`config.mk`:
```
export PLATFORM = sky130hd
export DESIGN_NAME = div_unit
export DESIGN_NICKNAME = d
export VERILOG_FILES = /design/src/rtl/div_unit.sv
export SDC_FILE = /design/constraint.sdc
export NUM_CORES = 1
export LEC_CHECK = 0
export ABC_AREA = 1
export ABC_CLOCK_PERIOD_IN_PS = 2250
export CORE_ASPECT_RATIO = 2
export CORE_MARGIN = 5
export CORE_UTILIZATION = 30
export CTS_CLUSTER_DIAMETER = 100
export CTS_CLUSTER_SIZE = 30
export DETAILED_ROUTE_END_ITERATION = 8
export SETUP_SLACK_MARGIN = 0.15
export SLEW_MARGIN = 20
export SYNTH_ARGS = -nofsm -noshare
export SYNTH_HDL_FRONTEND = slang
export SYNTH_SLANG_ARGS = --single-unit
```
`constraint.sdc`:
```
create_clock -name clock -period 2.25 [get_ports clock]
set_input_delay 0.225 -clock clock [delete_from_list [all_inputs] [get_ports clock]]
set_output_delay 0.225 -clock clock [all_outputs]
set_load 0.005 [all_outputs]
```
`src/rtl/div_unit.sv`:
```
// Sequential signed restoring divider: quotient to LO, remainder to HI.
// One restoring step per cycle, 33-cycle latency from the start edge to done.
//
// state | meaning
// IDLE  | waiting for start; a zero divisor pulses div_zero and stays here
// CALC  | one restoring shift/subtract step per cycle, 32 steps
// FIX   | apply the operand signs, publish hi_out/lo_out, pulse done
module div_unit #(
  parameter int WIDTH = 32
) (
  input  logic             clock,
  input  logic             reset,
  input  logic             start,
  input  logic [WIDTH-1:0] dividend,
  input  logic [WIDTH-1:0] divisor,
  output logic             busy,
  output logic             done,
  output logic             div_zero,
  output logic [WIDTH-1:0] hi_out,
  output logic [WIDTH-1:0] lo_out
);

  typedef enum logic [1:0] {
    IDLE,
    CALC,
    FIX
  } state_t;

  state_t           state;
  logic [WIDTH-1:0] rem;
  logic [WIDTH-1:0] quo;
  logic [WIDTH-1:0] dsr;
  logic [5:0]       cnt;
  logic             sign_q;
  logic             sign_r;

  logic [WIDTH:0]   rem_sh;
  logic [WIDTH:0]   trial;
  logic [WIDTH-1:0] abs_dvd;
  logic [WIDTH-1:0] abs_dsr;

  // quo starts out holding |dividend|, so shifting {rem, quo} feeds dividend bits MSB first.
  always_comb begin
    rem_sh  = {rem, quo[WIDTH-1]};
    trial   = rem_sh - {1'b0, dsr};
    abs_dvd = dividend[WIDTH-1] ? -dividend : dividend;
    abs_dsr = divisor[WIDTH-1] ? -divisor : divisor;
  end

  always_ff @(posedge clock or negedge reset) begin
    if (!reset) begin
      state    <= IDLE;
      rem      <= '0;
      quo      <= '0;
      dsr      <= '0;
      cnt      <= '0;
      sign_q   <= 1'b0;
      sign_r   <= 1'b0;
      busy     <= 1'b0;
      done     <= 1'b0;
      div_zero <= 1'b0;
      hi_out   <= '0;
      lo_out   <= '0;
    end else begin
      done     <= 1'b0;
      div_zero <= 1'b0;
      case (state)
        IDLE: begin
          if (start) begin
            if (divisor == '0) begin
              div_zero <= 1'b1;
            end else begin
              sign_q <= dividend[WIDTH-1] ^ divisor[WIDTH-1];
              sign_r <= dividend[WIDTH-1];
              quo    <= abs_dvd;
              dsr    <= abs_dsr;
              rem    <= '0;
              cnt    <= '0;
              busy   <= 1'b1;
              state  <= CALC;
            end
          end
        end
        CALC: begin
          if (!trial[WIDTH]) begin
            rem <= trial[WIDTH-1:0];
            quo <= {quo[WIDTH-2:0], 1'b1};
          end else begin
            rem <= rem_sh[WIDTH-1:0];
            quo <= {quo[WIDTH-2:0], 1'b0};
          end
          cnt <= cnt + 6'd1;
          if (cnt == 6'(WIDTH - 1)) state <= FIX;
        end
        FIX: begin
          lo_out <= sign_q ? -quo : quo;
          hi_out <= sign_r ? -rem : rem;
          done   <= 1'b1;
          busy   <= 1'b0;
          state  <= IDLE;
        end
        default: state <= IDLE;
      endcase
    end
  end

endmodule

```
==> results of run 1 <==
cells by family after synthesis:
family                     Yosys count  synth area share [%]
and+or+nand+nor                   1183                  38.2
buffers and inverters              361                  11.0
AOI/OAI and AO/OA                  204                  8.87
DFF                                173                  32.7
xor gates and xnor gates            85                  5.62
adders and majority gates           38                  3.64
worst max-delay path, stage by stage (launching register included):
cell	delay (ps)
dfrtp_1	370
inv_2	70
ha_4	160
fa_2	370
inv_2	80
nand2_2	50
nand2_2	60
nand3_2	70
nand2_2	80
nand2_2	70
nand2_4	90
nand2_8	80
nand2_8	110
nand2_8	110
nand2_8	180
nand2_2	70
nand3_1	70
nand2_1	60
how the worst min path moves through the flow:
| stage | slack (ps) | start | endpoint |
|---|---|---|---|
| 2_1_floorplan | -70 | reset | busy$_DFFE_PN0P_ |
| 3_3_place_gp | 190 | reset | div_zero$_DFF_PN0_ |
| 3_5_place_dp | 190 | reset | div_zero$_DFF_PN0_ |
| 4_1_cts | 280 | reset | div_zero$_DFF_PN0_ |
| 5_1_grt | 320 | reset | div_zero$_DFF_PN0_ |
| 6_report | 260 | reset | div_zero$_DFF_PN0_ |
per-layer routing:
| metal | vias up | wire length (um) |
|---|---|---|
| li1 | 7176 | - |
| met3 | 167 | 1740 |
| met1 | 6695 | 17000 |
| met2 | 413 | 29800 |
| met5 | - | 0 |
| met4 | 0 | 4880 |
cells in the mapped netlist (all sizes together) (5+ instances only):
cell type and number:
xnor2 13, or2 10, o21bai 5, xor2 72
nand3b 19, nor2 147, clkbuf 32, inv 301
nor3 26, ha 37, a31oi 9, dfrtp 173
nand4 32, nand3 222, a21oi 41, o31ai 6
o21ai 107, buf 27, o211ai 33, nand2 719
power by group through the flow:
stage               Combinational [mW]  Sequential [mW]  Clock [mW]
finish                           0.536             3.11        3.15
global route                     0.592             3.11        3.34
CTS                              0.540             3.11        3.22
detailed placement               0.537             3.17           0
global placement                 0.532             3.17           0
floorplan                        0.192             3.17           0
registers in the layout, summed over array words and instances, names as in the netlist:
signal,flops
lo_out,32
hi_out,32
rem,32
sign_r,1
sign_q,1
busy,1
state,2
quo,32
div_zero,1
done,1
cnt,6
dsr,32
timing repair:
item | CTS | global route
setup endpoints to repair | 38 | 55
endpoints found under the hold margin | 42 | 0
cloned | 4 | 0
hold buffers | 1 | 0
buffers inserted | 16 | 6
pin swaps | 25 | 43
gates resized for setup | 134 | 90
per-stage QoR:
step                total power, mW  worst slack (ps)
finish                         6.79             -14.4
global route                   7.04              -135
CTS                            6.87              46.3
detailed placement             3.71              -305
global placement               3.70              -283
floorplan                      3.36               141
layout make-up:
class                      instances  area, um2
clock inverter                    14        178
sequential                       173       4350
fill                            4503      25400
tap                              555        694
multi-input combinational       1513       8500
timing repair buffer             379       3380
inverter                         302       1140
clock buffer                      18        439
==> metrics list, run 1 <==
- The flow ran to the end, but the final reports show violations.
* Violated checks: setup timing
- GR Layer Usage met3: 2.94%
- After synthesis, the cell types taking the most area are dfrtp_1 33%, nand2_1 20%, inv_1 8.4%.
- Vias in the first global route: 15000
- RSZ-0062 raised after global routing: yes
- Clock tree synthesis selected as its root buffer the cell clkbuf_16.
* Areal power density over the cells: 363 mW/mm2
* Distinct cell type count of the synthesized netlist: 44
* Total inserted antenna cells: 0
- Routed Wire Length: 53300 um
- For flop-to-flop paths, the worst setup slack is -10 ps.
- Average size of a mapped cell: 6.49 um2
- Area of the die: 0.0488 mm2
* Pin count of the biggest net entering global routing: 60
* # H-tree levels: 4
* Buffer depth of the longest clock path: 2
- Fraction of post-synthesis cell area in the top cell type by area: 32.7%
* Via density per instance: 4.89
* Commonest non-fill, non-tap cell in the layout: nand2_1
* Fraction of registers with async set or reset after synthesis: 100%
- After synthesis, flip-flops and latches occupy 32.7% of the total area.
- Data on the critical path arrives at its endpoint at 2610 ps.
- Filler-free cell count of the finished design: 2954
* Internal: 5.05 mW
- Switching power share of the total: 25.6%
- Post-route clock period utilization: 101%
- Clock buffer count from CTS: 17
- The detail route stage leaves a number of antenna-violating nets equal to 0.
* Last element of the critical path: rem[10]$_DFFE_PN0P_
- Once layout is complete, the utilization of the core stands at 42.4%.
* First-pass DRT Iterations: 6
- Initial DRC count: 834
- After floorplanning, the core was divided into 109 placement rows.
- Once detailed placement completed, the half-perimeter wirelength came to 43500 um.
* GR Layer Usage met1: 19.9%
- VDD sags by at most 0.534 mV.
- Final instance area: 0.0187 mm2
- Timing would allow up to 442 MHz.
- Worst setup slack after layout: -14.4 ps
* Slew at the pin closest to its max-slew limit: 576 ps
* Setup CP Type: flip-flop to flip-flop
- Post-Synthesis Cell Area: 0.0133 mm2
- Worst Skew: 17.7 ps
- Placed cells: 2895
- Post-synth net total: 2149
- Core area: 0.0441 mm2
- Synthesis inferred 173 register bits.
- For the worst-skew pair, the clock arrives at the later sink with an insertion delay of 460 ps.
- Number of ports placed on the die boundary: 134
- Largest area contributor in the synthesized netlist: dfrtp_1
* Critical path data required time: 2600 ps
- In the final routed layout, each cell accounts on average for 18.1 um.
- For the finished layout, the period the worst path requires is 2260 ps.
- Summed over all failing endpoints, the final setup total negative slack is -21.2 ps.
- For this block, the via count after detailed routing is 14500.
- The Yosys step of the flow raised 0 warnings.
- For this configuration, the core starts out at a cell density of 30.1%.
* P_sw: 1.74 mW
- LEAKAGE: 9.27 nW
- In this run, flip-flops and latches consume 45.8% of the power.
- Clock network fraction of design power: 46.4%
- Origin of the critical flop-to-flop path: quo[31]$_DFFE_PN0P_
- STA classifies the critical path endpoint as a flip-flop.
- The max-slew violation count was 0.
* Die Width: 159 um
- The number of endpoints with negative hold slack in the final report was 0.
* Clock slew at the register clock pins of the worst setup and hold paths: 70 ps
- Portion of total power attributed to combinational logic: 7.9%
* Input/output buffers: 133
- STA classifies the critical path startpoint as a flip-flop.
* Die H: 307 um
* Largest fanout of any net on the critical path: 8
* Class of the worst hold path: input port to asynchronous set/reset pin
- Headroom to the max-slew limit: 61.6%
- Most used flip-flop cell after synthesis: dfrtp_1
* TritonCTS clock tree: built
- First-pass GRT wire length: 82200 um
- Post-layout net count: 2491
- Share of final-layout standard cells stronger than drive strength 1: 21.6%
- Global route total overflow: 0
- The number of antenna violations at the first check in global routing is 0.
- The most critical setup path has its startpoint at quo[31]$_DFFE_PN0P_.
- Yosys mapped a number of flops with a built-in enable equal to 0.
- In the routed design, unresolved DRC markers number 0.
- Synthesis produced a netlist whose cell count is 2044.
- The endpoint identified for the worst register-to-register timing path is rem[10]$_DFFE_PN0P_.
* Most frequent cells in the layout: 652 x nand2_1, 271 x inv_1, 224 x buf_4, 173 x nand3_1, 155 x dfrtp_1
* Tightest hold margin: 261 ps
* GRT Util Overall: 22.1%
- Compared with the post-synthesis result, the final layout area differs by 40.9%.
- The tool flagged a number of max-cap violations equal to 0.
* Gr busiest metal: met2
- Measured in cells, the most critical reg-to-reg path has a length of 17.
- In the global route stage, met2 resource usage came out at 42.6%.
- Once placement finished, the instance area stood at 0.0168 mm2.
- Number of clock sinks: 173
- Setup violations remaining at the end of the flow were counted as 4.
- The congestion estimate from routability-driven global placement came to 1.01.
No activity file was read; power rests on OpenSTA's default activity.
==> inputs of run 2 (changes only) <==
--- a/config.mk
+++ b/config.mk
@@ -9,10 +9,11 @@
 export ABC_CLOCK_PERIOD_IN_PS = 2250
 export CORE_ASPECT_RATIO = 2
 export CORE_MARGIN = 5
-export CORE_UTILIZATION = 30
+export CORE_UTILIZATION = 53
 export CTS_CLUSTER_DIAMETER = 100
 export CTS_CLUSTER_SIZE = 30
 export DETAILED_ROUTE_END_ITERATION = 8
+export PLACE_DENSITY = 0.78
 export SETUP_SLACK_MARGIN = 0.15
 export SLEW_MARGIN = 20
 export SYNTH_ARGS = -nofsm -noshare
==> run 2 against run 1 <==
The run still ends with setup timing left. Maximum frequency decreased by 1.8%. Register-to-register slack got worse by 40 ps. Final cell count decreased by 12%. Die area decreased by 42%. Via count decreased by 2.2%. Worst hold slack improved by 32 ps. Non-clock buffer count decreased by 120. Design area decreased by 7.5%. Critical path depth unchanged. Global-route usage increased by 5.5 points. Largest power group is now registers.
==> metrics list, run 2 (synthesis gave the netlist of run 1 again) <==
* Outcome: finished, violations left
- The checks that failed: setup timing.
* Area added between synthesis and finish: 30.4%
- Areal power density over the cells: 381 mW/mm2
- The floorplan has 82 rows.
* Routed Wire Length: 40400 um
- First-pass GRT wire length: 63300 um
- Input/output buffers: 133
* Routed wirelength normalized by instance count: 15.5 um
- Setup violations remaining at the end of the flow were counted as 21.
* Number of ports placed on the die boundary: 134
* Arrival @ worst endpoint: 2650 ps
- LEAKAGE: 8.69 nW
* Die H: 234 um
* Headroom to the max-slew limit: 57.3%
- Achievable Freq: 434 MHz
- Number of clock sinks: 173
* Most frequent cells in the layout: 670 x nand2_1, 283 x inv_1, 182 x nand3_1, 166 x dfrtp_1, 137 x nor2_1
- The later pin in the worst-skew pair is clocked with a latency of 460 ps.
- In this run the deepest clock path goes through 2 buffers.
* Total chip power: 6.59 mW
- Counting cells, the worst reg-to-reg path comes to 17.
* Worst Skew: 11.8 ps
* Routed vias: 14100
- The tree is rooted in a clkbuf_16.
- Once detail routing completed, the nets flagged for antenna violations numbered 0.
- Number of filler cells placed in the layout: 2100
- The critical path in this run is classified as flip-flop to flip-flop.
- Area of the die: 0.0285 mm2
- CTS built an H-tree with a depth of 4.
- Once the floorplan was initialized, standard cells occupied 53.4% of the core.
* Post-route clock period utilization: 103%
- Hold Fails Final Rpt: 0
* Final critical-path required period: 2310 ps
* Clock slew at the register clock pins of the worst setup and hold paths: 70 ps
- The worst setup path is launched from a flip-flop.
- DRC Markers: 0
- Setup slack on the critical path of the routed design comes to -56.6 ps.
- Max rail drop VDD: 0.446 mV
* GRT Util Overall: 27.6%
* First-pass DRT Iterations: 8
- Critical path data required time: 2590 ps
- In the final layout, the share of cells above drive strength 1 is 14.5%.
- At the end of the flow, the number of nets in the layout was 2370.
- Counting the buffers created by CTS gives 17.
* Final weighted congestion in routability-driven placement: 0.970
* Via density per instance: 5.40
* Count of maximum capacitance violations: 0
- Commonest non-fill, non-tap cell in the layout: nand2_1
- Final-report max-slew violation count: 0
* RSZ-0062 raised after global routing: yes
* Final instance area: 0.0173 mm2
* Number of antenna violations at the first check in global routing: 0
- Capturing element type of the critical path: flip-flop
- Core area: 0.0248 mm2
- Along the worst path, the maximum fanout reaches 8.
- Class of the worst hold path: input port to asynchronous set/reset pin
* Die Width: 122 um
- Global route total overflow: 0
- Adding up every negative setup slack in the final design gives -561 ps.
- Total inserted antenna cells: 0
- Detailed placement finished with a half-perimeter wire length of 29900 um.
- TritonCTS built the clock tree.
- Pin count of the biggest net entering global routing: 83
- Slew at the pin closest to its max-slew limit: 635 ps
* Placement Cell Area: 0.0157 mm2
- In this run, the number of DRC markers left after iteration 0 of detailed routing was 1172.
- The via count of the first global-routing pass is 13200.
-- run 2: cell count changes in the layout (fill, tap and decap cells not counted), moves of 8 or more --
| cell | before | now |
|---|---|---|
| buf_4 | 224 | 103 |
| nand2_1 | 652 | 670 |
| nand2_2 | 52 | 36 |
| inv_1 | 271 | 283 |
| dfrtp_1 | 155 | 166 |
| dfrtp_2 | 18 | 7 |
| inv_2 | 27 | 17 |
| nand3_1 | 173 | 182 |
| nand3_2 | 41 | 33 |
-- run 2: stage by stage --
step / hold WS (ps) / setup slack, ps / instances / util [%]
floorplan: -70.6 / 141 / 2044 / -
global placement: 219 / 30.6 / 2560 / 63.0
detailed placement: 223 / -46.0 / 2560 / 63.0
CTS: 317 / 35.7 / 2600 / 67.0
global route: 357 / -178 / 2614 / 69.6
finish: 293 / -56.6 / 2614 / 69.6
-- run 2: worst paths after layout --
| check | start | to | slack (ps) |
|---|---|---|---|
| worst max-delay path | quo[31]$_DFFE_PN0P_ | rem[13]$_DFFE_PN0P_ | -60 |
| worst min-delay path | reset | hi_out[8]$_DFFE_PN0P_ | 290 |
| worst max register to register | quo[31]$_DFFE_PN0P_ | rem[13]$_DFFE_PN0P_ | -60 |
| worst min register to register | lo_out[19]$_DFFE_PN0P_ | lo_out[19]$_DFFE_PN0P_ | 480 |
| max in group asynchronous | reset | rem[18]$_DFFE_PN0P_ | 1230 |
| min in group clock | start | div_zero$_DFF_PN0_ | 330 |
-- run 2: repair_timing --
action                                 4_1_cts  5_1_grt
setup endpoints to repair                   33       41
gates cloned                                 3        2
setup buffers                                4       12
pin swaps                                   22       37
endpoints found under the hold margin       54        0
gates resized for setup                     38      107
hold buffers                                 1        0
-- run 2: critical path, stage by stage, from the launching register on --
cell,delay (ps)
dfrtp_1,360
inv_2,90
ha_4,170
fa_2,350
inv_2,70
nand2_2,50
nand2_2,70
nand3_2,80
nand2_2,80
nand2_2,80
nand2_4,110
nand2_8,80
nand2_8,110
nand2_8,100
nand2_8,140
nand2_1,80
nand3_1,90
nand2_1,70
-- run 2: layout make-up --
cell class                 instances  area, um2  area share, %
multi-input combinational       1512       8280           47.9
sequential                       173       4340           25.1
timing repair buffer             259       2520           14.6
inverter                         302       1140           6.57
clock buffer                      19        443           2.56
tap                              336        420           2.43
clock inverter                    13        155          0.897
-- run 2: power by group --
group          switching (mW)  total [mW]  internal (mW)
sequential                  0        3.11           3.11
combinational           0.269       0.483          0.213
clock                    1.40        3.00           1.60
-- run 2: layer usage --
| layer | global-route usage [%] | share of wire (%) | up-vias |
|---|---|---|---|
| met5 | 0 | 0 | - |
| met4 | 11.2 | 4.2 | 0 |
| met3 | 3.37 | 6.8 | 145 |
| met2 | 45.9 | 48 | 608 |
| met1 | 36.3 | 41 | 6434 |
| li1 | - | - | 6941 |
